$ cat config.mk
export PLATFORM = sky130hd
export DESIGN_NAME = flex_sample_counter_flat
export DESIGN_NICKNAME = d
export VERILOG_FILES = /design/src/rtl/counter_pkg.sv /design/src/rtl/flex_sample_counter_if.sv /design/src/rtl/sat_counter.sv /design/src/rtl/flex_sample_counter.sv /design/src/flat_wrapper.sv
export SDC_FILE = /design/constraint.sdc
export NUM_CORES = 1
export LEC_CHECK = 0
export CORE_AREA = 8 8 74 82
export DETAILED_ROUTE_END_ITERATION = 8
export DIE_AREA = 0 0 82 90
export GPL_TIMING_DRIVEN = 0
export PLACE_DENSITY_LB_ADDON = 0.08
export SYNTH_ARGS = -nofsm -noshare
export SYNTH_HDL_FRONTEND = slang
export SYNTH_SLANG_ARGS = --single-unit
export TNS_END_PERCENT = 100
$ cat constraint.sdc
create_clock -name clk -period 2.84 [get_ports clk]
set_input_delay 0.284 -clock clk [delete_from_list [all_inputs] [get_ports clk]]
set_output_delay 0.284 -clock clk [all_outputs]
set_load 0.01 [all_outputs]
$ cat src/rtl/counter_pkg.sv
// Shared definitions for the flexible sample counter.
//   DEFAULT_NUM_BITS  : default width of the count word and rollover value
//   SAMPLES_PER_BLOCK : block length of the legacy fixed-size counter
//   count_t           : count word at the default width
package counter_pkg;

    localparam int DEFAULT_NUM_BITS = 10;
    localparam logic [9:0] SAMPLES_PER_BLOCK = 10'd1000;

    typedef logic [DEFAULT_NUM_BITS-1:0] count_t;

endpackage

$ cat src/rtl/flex_sample_counter_if.sv
// Bus bundle between the sample-ready logic (master) and the counter (slave).
//   clear, count_enable, rollover_val : master -> counter controls
//   count_out, rollover_flag,
//   wrap_pulse, wrap_total            : counter -> master status
interface flex_sample_counter_if
    import counter_pkg::*;
#(
    parameter int NUM_BITS  = DEFAULT_NUM_BITS,
    parameter int WRAP_BITS = 8
);

    logic                 clear;
    logic                 count_enable;
    logic [NUM_BITS-1:0]  rollover_val;
    logic [NUM_BITS-1:0]  count_out;
    logic                 rollover_flag;
    logic                 wrap_pulse;
    logic [WRAP_BITS-1:0] wrap_total;

    modport master (
        output clear, count_enable, rollover_val,
        input  count_out, rollover_flag, wrap_pulse, wrap_total
    );

    modport slave (
        input  clear, count_enable, rollover_val,
        output count_out, rollover_flag, wrap_pulse, wrap_total
    );

endinterface

$ cat src/rtl/sat_counter.sv
// Saturating incrementer with synchronous clear.
//   clk     : system clock, rising edge
//   n_reset : synchronous active-low reset, forces count to 0
//   clear   : synchronous clear, beats inc
//   inc     : add one unless already all-ones
//   count   : registered count value
module sat_counter #(
    parameter int WIDTH = 8
) (
    input  logic             clk,
    input  logic             n_reset,
    input  logic             clear,
    input  logic             inc,
    output logic [WIDTH-1:0] count
);

    logic [WIDTH-1:0] count_q;
    logic [WIDTH-1:0] count_d;

    always_comb begin
        count_d = count_q;
        if (clear) begin
            count_d = '0;
        end else if (inc && (count_q != {WIDTH{1'b1}})) begin
            count_d = count_q + WIDTH'(1);
        end
    end

    always_ff @(posedge clk) begin
        if (!n_reset) begin
            count_q <= '0;
        end else begin
            count_q <= count_d;
        end
    end

    assign count = count_q;

endmodule

$ cat src/rtl/flex_sample_counter.sv
// Counts enabled sample strobes up to a programmable rollover value and
// flags each completed block.
//   clk     : system clock, rising edge
//   n_reset : synchronous active-low reset
//   bus     : slave side of flex_sample_counter_if
//             clear / count_enable / rollover_val in,
//             count_out / rollover_flag / wrap_pulse / wrap_total out
// Parameters: NUM_BITS (count width), WRAP_BITS (block tally width),
//             SATURATE (0 = wrap to 1 at rollover, 1 = hold at rollover).
module flex_sample_counter
    import counter_pkg::*;
#(
    parameter int NUM_BITS  = DEFAULT_NUM_BITS,
    parameter int WRAP_BITS = 8,
    parameter bit SATURATE  = 1'b0
) (
    input  logic                   clk,
    input  logic                   n_reset,
    flex_sample_counter_if.slave   bus
);

    logic [NUM_BITS-1:0] count_q;
    logic [NUM_BITS-1:0] count_d;
    logic                flag_q;
    logic                flag_d;
    logic                pulse_q;
    logic                pulse_d;
    logic                wrap_inc;
    logic                term;

    // ">=" rather than "==" so that lowering rollover_val below the
    // current count still ends the block on the next strobe.
    assign term = (count_q >= bus.rollover_val);

    always_comb begin
        count_d  = count_q;
        flag_d   = flag_q;
        pulse_d  = 1'b0;
        wrap_inc = 1'b0;
        if (bus.clear) begin
            count_d = '0;
            flag_d  = 1'b0;
        end else begin
            if (bus.count_enable) begin
                if (bus.rollover_val == '0) begin
                    // Disabled mode: pinned at zero, never wraps.
                    count_d = '0;
                end else if (!term) begin
                    count_d = count_q + NUM_BITS'(1);
                end else if (!SATURATE) begin
                    // Wrap lands on 1 so every later block is also N strobes.
                    count_d  = NUM_BITS'(1);
                    pulse_d  = 1'b1;
                    wrap_inc = 1'b1;
                end
            end
            // Flag tracks the value being loaded, so it lines up with count_out.
            flag_d = (count_d == bus.rollover_val);
        end
    end

    always_ff @(posedge clk) begin
        if (!n_reset) begin
            count_q <= '0;
            flag_q  <= 1'b0;
            pulse_q <= 1'b0;
        end else begin
            count_q <= count_d;
            flag_q  <= flag_d;
            pulse_q <= pulse_d;
        end
    end

    sat_counter #(
        .WIDTH (WRAP_BITS)
    ) u_wrap_total (
        .clk     (clk),
        .n_reset (n_reset),
        .clear   (bus.clear),
        .inc     (wrap_inc),
        .count   (bus.wrap_total)
    );

    assign bus.count_out     = count_q;
    assign bus.rollover_flag = flag_q;
    assign bus.wrap_pulse    = pulse_q;

endmodule

$ cat src/flat_wrapper.sv
// flat-port wrapper written by rule: the top's interface ports become plain ports
module flex_sample_counter_flat import counter_pkg::*;
#(
    parameter int NUM_BITS  = DEFAULT_NUM_BITS,
    parameter int WRAP_BITS = 8,
    parameter bit SATURATE  = 1'b0
)
  (clk, n_reset, bus_clear, bus_count_enable, bus_rollover_val, bus_count_out, bus_rollover_flag, bus_wrap_pulse, bus_wrap_total);
  flex_sample_counter_if #(.NUM_BITS(NUM_BITS), .WRAP_BITS(WRAP_BITS)) bus_i ();
  input  logic clk;
  input  logic n_reset;
  input wire logic [$bits(bus_i.clear)-1:0] bus_clear;
  input wire logic [$bits(bus_i.count_enable)-1:0] bus_count_enable;
  input wire logic [$bits(bus_i.rollover_val)-1:0] bus_rollover_val;
  output wire logic [$bits(bus_i.count_out)-1:0] bus_count_out;
  output wire logic [$bits(bus_i.rollover_flag)-1:0] bus_rollover_flag;
  output wire logic [$bits(bus_i.wrap_pulse)-1:0] bus_wrap_pulse;
  output wire logic [$bits(bus_i.wrap_total)-1:0] bus_wrap_total;
  assign bus_i.clear = bus_clear;
  assign bus_i.count_enable = bus_count_enable;
  assign bus_i.rollover_val = bus_rollover_val;
  assign bus_count_out = bus_i.count_out;
  assign bus_rollover_flag = bus_i.rollover_flag;
  assign bus_wrap_pulse = bus_i.wrap_pulse;
  assign bus_wrap_total = bus_i.wrap_total;
  flex_sample_counter #(.NUM_BITS(NUM_BITS), .WRAP_BITS(WRAP_BITS), .SATURATE(SATURATE)) u_core (.clk(clk), .n_reset(n_reset), .bus(bus_i));
endmodule
# [Word-level counts from Yosys, hierarchy flattened]
# Index checks and enable logic that the tools add are counted.
[op_classes] add_sub_neg=2 n_lt_le_gt_ge=1 n_eq_ne=2 mux=8 bitwise=1 n_reduce_logical=3
[op_table] op="10-bit two-way mux" n=4
[op_table] op="10-bit by 1-bit adder with 10-bit output, second input constant" n=1
[op_table] op="10-bit == test" n=1
[op_table] op="10-bit greater-or-equal comparator" n=1
[op_table] op="10-bit logical NOT" n=1
[op_table] op="8-bit by 1-bit adder with 8-bit output, second input constant" n=1
[op_table] op="8-bit inequality test, second input constant" n=1
[op_table] op="1-bit two-way mux" n=4
[op_table] op="2-bit OR reduction" n=1
[op_table] op="1-bit logical AND" n=1
[op_table] op="1-bit inverter" n=1
[word_totals] reg_bits=20 inputBits=14 out_inout_bits=20 elab_cells=21

# [Logic depth before layout (Yosys ltp)]
# Gate-level depths: netlist of the first run.
[depth] ltp_word=6 ltp_mapped=10 mapped_depth_nobuf=9

# [Modules after synthesis]
# A second synthesis of the first run with hierarchy kept.
[unflattened] cells_unflattened=223 area_unflattened_um2=1751.7
[modules_own_cells] mod="flex_sample_counter" instances=1 cells_each=177 area_each_um2=1330.0
[modules_own_cells] mod="sat_counter" instances=1 cells_each=46 area_each_um2=421.7

# [Worst setup path after synthesis of the first run]
# OpenSTA, ideal clock, no wires.
[synth_timing] path_kind="reg2reg" from="register u_core.count_q[7] (netlist: u_core.bus.count_out[7])" to="register u_core.u_wrap_total.count_q[3] (netlist: u_core.u_wrap_total.count[3])" setup_time_ns=0.070 arrival_time_ns=2.282 required_time_ns=2.770 path_slack_ns=0.488 path_stages_with_launch=8 path_cell_list="dfxtp_1 -> ha_1 -> nand4_1 -> or2_2 -> o221ai_2 -> o2111ai_1 -> or3_1 -> a21oi_1"
[synth_between] elab_chain_len=6
[synth_rtl] item="start, declared" line_no="flex_sample_counter.sv:22" source="logic [NUM_BITS-1:0] count_q;"
[synth_rtl] item="start signal, assigned" line_no="flex_sample_counter.sv:68" source="count_q <= count_d;"
[synth_rtl] item="10-bit greater-or-equal comparator" line_no="flex_sample_counter.sv:33" source="assign term = (count_q >= bus.rollover_val);"
[synth_rtl] item="1-bit two-way mux" line_no="flex_sample_counter.sv:48" source="end else if (!term) begin"
[synth_rtl] item="1-bit two-way mux" line_no="flex_sample_counter.sv:45" source="if (bus.rollover_val == '0) begin"
[synth_rtl] item="1-bit two-way mux" line_no="flex_sample_counter.sv:44" source="if (bus.count_enable) begin"
[synth_rtl] item="1-bit two-way mux" line_no="flex_sample_counter.sv:40" source="if (bus.clear) begin"
[synth_rtl] item="1-bit logical AND" line_no="sat_counter.sv:24" source="end else if (inc && (count_q != {WIDTH{1'b1}})) begin"
[synth_rtl] item="end signal, assigned" line_no="sat_counter.sv:33" source="count_q <= count_d;"
[synth_rtl] item="end, declared" line_no="sat_counter.sv:17" source="logic [WIDTH-1:0] count_q;"
# No other way between the ends.
# A chain may end at the register's enable or synchronous reset.

# [Worst setup path after layout of the first run]
[layout_timing] from="input bus_rollover_val[8]" to="register u_core.flag_q (netlist: u_core.bus.rollover_flag)"
[layout_between] elab_chain_len=6
[layout_rtl] item="start, declared" line_no="flat_wrapper.sv:14" source="input wire logic [$bits(bus_i.rollover_val)-1:0] bus_rollover_val;"
[layout_rtl] item="10-bit greater-or-equal comparator" line_no="flex_sample_counter.sv:33"
[layout_rtl] item="10-bit two-way mux" line_no="flex_sample_counter.sv:48"
[layout_rtl] item="10-bit two-way mux" line_no="flex_sample_counter.sv:45"
[layout_rtl] item="10-bit two-way mux" line_no="flex_sample_counter.sv:44"
[layout_rtl] item="10-bit two-way mux" line_no="flex_sample_counter.sv:40"
[layout_rtl] item="10-bit == test *" line_no="flex_sample_counter.sv:58" source="flag_d = (count_d == bus.rollover_val);"
[layout_rtl] item="end signal, assigned" line_no="flex_sample_counter.sv:69" source="flag_q <= flag_d;"
[layout_rtl] item="end, declared" line_no="flex_sample_counter.sv:24" source="logic flag_q;"
# Every way passes the cells marked *; elsewhere a longest branch is shown, timed or not. The select of a mux whose other input is x is not followed.

==> results.md, run 1 <==
- Hpwl dp: 3766 um
- CTS tree: yes
- EDFF count, synth: 0
- VDD IR max: 0.0001676 V
- Synth cell types: 43
- CP required: 3010 ps
- Clock Latency Late Sink: 270 ps
- Post-synth top area share: 25.04%
- CTS sink count: 20
- Die H: 90 um
- Most common cell on crit path: buf_4
- Area delta synth->final: 31.69%
- Remaining Overflow, GRT: 0
- Worst setup EP type: register
- CP Max Fanout: 4
- Die area: 0.007380 mm2
- Crit path kind: input pin to register
- Diode count: 0
- Final net count: 281
- Worst slew margin: 62.71%
- Fmax: 375.2 MHz
- Post-Synthesis Cells: 215
- Leak: 0.0008002 uW
- Share of cells above drive strength 1: 8.300%
- Crit share post-route: 93.84%
- Hold/Removal Path Class: input pin to register
- Synthesized flop and latch total: 20
- Worst EP arrival: 2840 ps
- Row count: 27
- Critical Path Start Type: input pin
- CTS Buf Count: 3
- Placer Congestion: 0.8920
- Io pins: 34
- Final hold violation count: 0
- Warnings from Yosys: 0
- Top post-synthesis cells by count: dfxtp_1 (20), nand2_1 (20), a21oi_1 (18), nor2_1 (18), inv_1 (16)
- First-pass GRT wire length: 8300 um
- Setup-failing EPs final: 0
- Largest cells by area after synthesis: dfxtp_1 (25%), ha_1 (9.4%), a21oi_1 (5.6%)
- Cell taking the most area after synthesis: dfxtp_1
- Final ANT Viol Nets: 0
- Slowest cell on the critical path: clkdlybuf4s50_1
- Setup WS pre-CTS: -668.8 ps
- Syn avg cell area: 7.437 um2
- Total GRT Usage: 14.07%
- Post-DP Area: 0.002002 mm2
- Crit-path leading delay family: buffers and inverters
- Pin count of the biggest net entering global routing: 11
- Initial antenna violation count: 0
- Core footprint: 0.004797 mm2
- CP Cell Sequence: clkdlybuf4s50_1 -> inv_1 -> ha_1 -> nand4_1 -> or2_2 -> o221ai_4 -> buf_4 -> buf_4 -> o31ai_1 -> a21oi_1 -> a22oi_1 -> and3_1
- Clk root buf: clkbuf_8
- Wire length per cell: 16.11 um
- Max clock buf depth: 2
- Clk_skew: 8.585 ps
- Die width: 82 um
- Fin area: 0.002106 mm2
- Post-synthesis sequential area ratio: 25.04%
- Syn Nets: 241
- Core Util, Final: 43.90%
- Vias per cell: 5.582
- Max-slew violation count: 0
- Max-cap check violation count: 0
- Drt pass-1 iters: 4
- Worst-margin pin slew: 559.4 ps
- PnR worst setup slack: 175.0 ps
- Ys async rst share: 0%
- Synthesized cell area: 0.001599 mm2
- Initial Util: 33.33%
- DRT iter0 DRCs: 108
- Vias in the first global route: 1621
- Reg clk slew, reported paths: 80 ps
- CP bufs+invs: 4
- Routed wire length: 5010 um
- PwrDens: 268.3 mW/mm2
- CP peak stage delay: 530 ps
- Cts hold-fix bufs: 0
- Fin crit period: 2665 ps
- Status: completed
- Unrepaired setup endpoints after global routing: no
- Fill cell count: 522
- DR DRC count: 0
- Top_reg_cell synth: dfxtp_1
- Via count: 1736
- IO Port Bufs: 33
- Total negative slack: 0 ps
- CTS H-tree depth: 1
-- state kept, by name, summed over array words and instances (netlist names) --
register,count
u_core.bus.count_out,10
u_core.u_wrap_total.count,8
u_core.bus.rollover_flag,1
u_core.bus.wrap_pulse,1
-- worst reg2reg max path, stage by stage (launching register included) --
cell and delay (ps):
dfxtp_1 450, ha_1 180, buf_2 180, and3_1 250, and3_1 170, clkbuf_1 240
mux2i_1 120, a222oi_1 320, o211ai_1 150, nor4_2 270, and3_1 220
-- cell families after synthesis --
| family | count (synthesis) | synth area share (%) |
|---|---|---|
| xor gates and xnor gates | 8 | 4.382 |
| AOI/OAI and AO/OA | 52 | 21.28 |
| and+or+nand+nor | 95 | 31.93 |
| muxes | 3 | 1.878 |
| DFF | 20 | 25.04 |
| buffers and inverters | 25 | 6.103 |
| adders and majority gates | 12 | 9.389 |
-- what timing repair did --
item                       in CTS  in global routing
setup endpoints to repair      10                  1
resized for setup               6                  8
pin swaps                       1                  4
cloned                          0                  0
setup buffers                   2                  0
-- where the power goes --
group	total [uW]	switching (uW)	internal [uW]
registers	283	2.12	281
logic	83.3	48.3	35.0
clock network	198	103	95.1
total	565	154	411
-- metrics by stage --
stage          hold WS [ps]  total power, uW  std cells
5_1_grt               455.6            588.3        311
2_1_floorplan         472.7            329.0        215
3_3_place_gp          497.2            373.2        306
3_5_place_dp          496.3            372.5        306
4_1_cts               514.4            571.7        311
6_report              442.9            565.1        311
-- final cells by class --
type                            instances  area, um2  area share (%)
Timing Repair Buffer                   35      356.6           16.93
Tap cell                               58      72.57           3.446
Clock buffer                            3      41.29           1.961
Sequential cell                        20      401.6           19.07
Inverter                               16      60.06           2.852
Buffer                                  9      41.29           1.961
Multi-Input combinational cell        170       1132           53.77
-- layer usage --
metal	part of all wire, %	wire length (um)	vias up	global-route usage [%]
met2	45	2256	64	21.09
met4	3.0	149	0	6.891
met1	45	2269	790	18.39
met3	6.7	334	14	2.789
li1	-	-	868	-
met5	0	0	-	0
-- final timing paths --
path	from	endpoint	slack, ps	depth (start not counted)
worst max register to register	u_core.bus.count_out[1]	u_core.bus.rollover_flag	240	10
worst min-delay path	bus_rollover_val[5]	u_core.bus.rollover_flag	440	3
worst max-delay path	bus_rollover_val[8]	u_core.bus.rollover_flag	170	12
worst min register to register	u_core.u_wrap_total.count[6]	u_core.u_wrap_total.count[6]	520	2
-- placed cells by master (no fill, tap or decap), types with 7 or more instances in the layout --
cell	synthesis	routed
clkdlybuf4s50_1	0	27
nor3_1	7	7
a21oi_1	18	18
ha_1	12	12
nor2_1	18	18
nand3_1	10	10
nand2_1	20	20
dfxtp_1	20	19
o21ai_0	10	10
inv_1	16	16
Note: power is estimated with default switching activity, not from simulation.
==> run 2, diff against run 1 <==
CTS_CLUSTER_SIZE = 28   (was not set)
clock period = 2.7 ns   (was 2.84 ns; I/O delays follow)
==> run 2 against run 1 <==
Total power grew 6.2%. Hold slack lost 18 ps. Critical path depth shrank 4. Count of clock-buffer cells in the layout is the same. Sequential cell count is the same. Clock skew grew 3.8 ps. Final area grew 1.5%. Clock power grew 7%. Sequential share of layout area shrank 0.22 points. Critical path type unchanged.
==> results.md, run 2 (synthesis results as in run 1) <==
- Clk root buf: clkbuf_8
- IO Port Bufs: 33
- First-pass GRT wire length: 8342 um
- Hold Slack: 425.2 ps
- Max-slew violation count: 0
- Vias per cell: 5.686
- Top Layer Used: met4
- Placer Congestion: 0.8920
- CP bufs+invs: 1
- Core Util, Final: 44.55%
- CTS H-tree depth: 1
- Crit share post-route: 96.23%
- Row count: 27
- Clock Latency Late Sink: 270 ps
- Pin count of the biggest net entering global routing: 11
- Status: completed
- Hpwl dp: 3766 um
- Die area: 0.007380 mm2
- Dpl cells: 306
- Worst-margin pin slew: 558.4 ps
- R2R depth: 9
- WHS Path Cells: 3
- Initial antenna violation count: 0
- Io pins: 34
- Drt pass-1 iters: 4
- Fin crit period: 2598 ps
- DR WL met2: 2350 um
- Highest-count cells in the layout ignoring fill and taps: clkdlybuf4s50_1 (27), nand2_1 (20), nor2_1 (18), dfxtp_1 (18), a21oi_1 (17)
- Unrepaired setup endpoints after global routing: no
- Slowest cell on the critical path: or4_4
- Diode count: 0
- Hold/Removal Path Class: input pin to register
- Total power: 600.4 uW
- DRT iter0 DRCs: 119
- CP Max Fanout: 4
- Max-cap check violation count: 0
- Total negative slack: 0 ps
- Share of cells above drive strength 1: 10.24%
- CTS tree: yes
- Crit path kind: input pin to register
- Clk_skew: 12.36 ps
- Final hold violation count: 0
- Core footprint: 0.004797 mm2
- Die H: 90 um
- Setup-failing EPs final: 0
- Worst EP arrival: 2820 ps
- Leak: 0.0008101 uW
- Routed wire length: 5115 um
- Worst slew margin: 62.77%
- Crit-path leading delay family: simple AND/OR/NAND/NOR gates
- Worst setup EP type: register
- DR DRC count: 0
- Fmax: 384.9 MHz
- Levels on crit path: 8
- PwrDens: 280.9 mW/mm2
- Final net count: 282
- Wire length per cell: 16.39 um
- DR WL met3: 301 um
- Vias in the first global route: 1632
- CTS sink count: 20
- Area delta synth->final: 33.65%
- Fill cell count: 520
- Die width: 82 um
- Critical Path Start Type: input pin
- Remaining Overflow, GRT: 0
- CP Cell Sequence: clkdlybuf4s50_1 -> or4_4 -> o41a_1 -> a32oi_1 -> and4b_1 -> o211ai_1 -> nor4_2 -> and3_1
- Total GRT Usage: 14.15%
- Commonest non-fill, non-tap cell in the layout: clkdlybuf4s50_1
- Reg clk slew, reported paths: 90 ps
- CP peak stage delay: 580 ps
- CTS Buf Count: 3
- CP required: 2920 ps
- Final ANT Viol Nets: 0
- Max reg flops: 10
- Via count: 1774
- Final cell count without fillers: 312
- VDD IR max: 0.0001760 V
- Cts hold-fix bufs: 0
- Max clock buf depth: 2
- Initial Util: 33.33%
- DRT met1 WL: 2348 um
run 2: cell type report:
class / count / area, um2 / area share [%]
multi-input cells: 170 / 1151 / 53.86
flip-flops and latches: 20 / 402.9 / 18.85
repair buffers: 37 / 371.6 / 17.39
well taps: 58 / 72.57 / 3.396
inverters: 16 / 60.06 / 2.810
clock buffers: 3 / 41.29 / 1.932
plain buffers: 8 / 37.54 / 1.756
run 2: worst paths after layout:
path | from | endpoint | slack [ps]
max | bus_rollover_val[8] | u_core.bus.rollover_flag | 100
min | bus_rollover_val[5] | u_core.bus.rollover_flag | 430
max reg2reg | u_core.bus.count_out[0] | u_core.bus.rollover_flag | 180
min reg2reg | u_core.u_wrap_total.count[6] | u_core.u_wrap_total.count[6] | 520
run 2: worst min-delay path, delay by kind of cell:
kind | cells | cell delay [ps]
simple gates | 2 | 210
buf+inv | 1 | 190
run 2: power breakdown:
part           internal [uW]  switching [uW]
clock                    100             111
sequential               296            2.25
combinational           38.3            52.8
run 2: stage by stage:
stage / setup slack (ps) / area, um2
global placement: -897.5 / 2002
global route: 18.68 / 2137
CTS: 8.145 / 2103
detailed placement: -794.8 / 2002
finish: 101.8 / 2137
floorplan: 348.0 / 1599
run 2: per-layer routing:
metal  track usage, %  vias up
li1                 -      868
met3            2.789        9
met2            21.49       61
met5                0        -
met1            18.56      836
met4            6.158        0
run 2: what timing repair did:
action                                  CTS  global route
buffers inserted                          3             1
pin swaps                                 3             5
resized for setup                         7            12
endpoints found under the setup margin   14             6
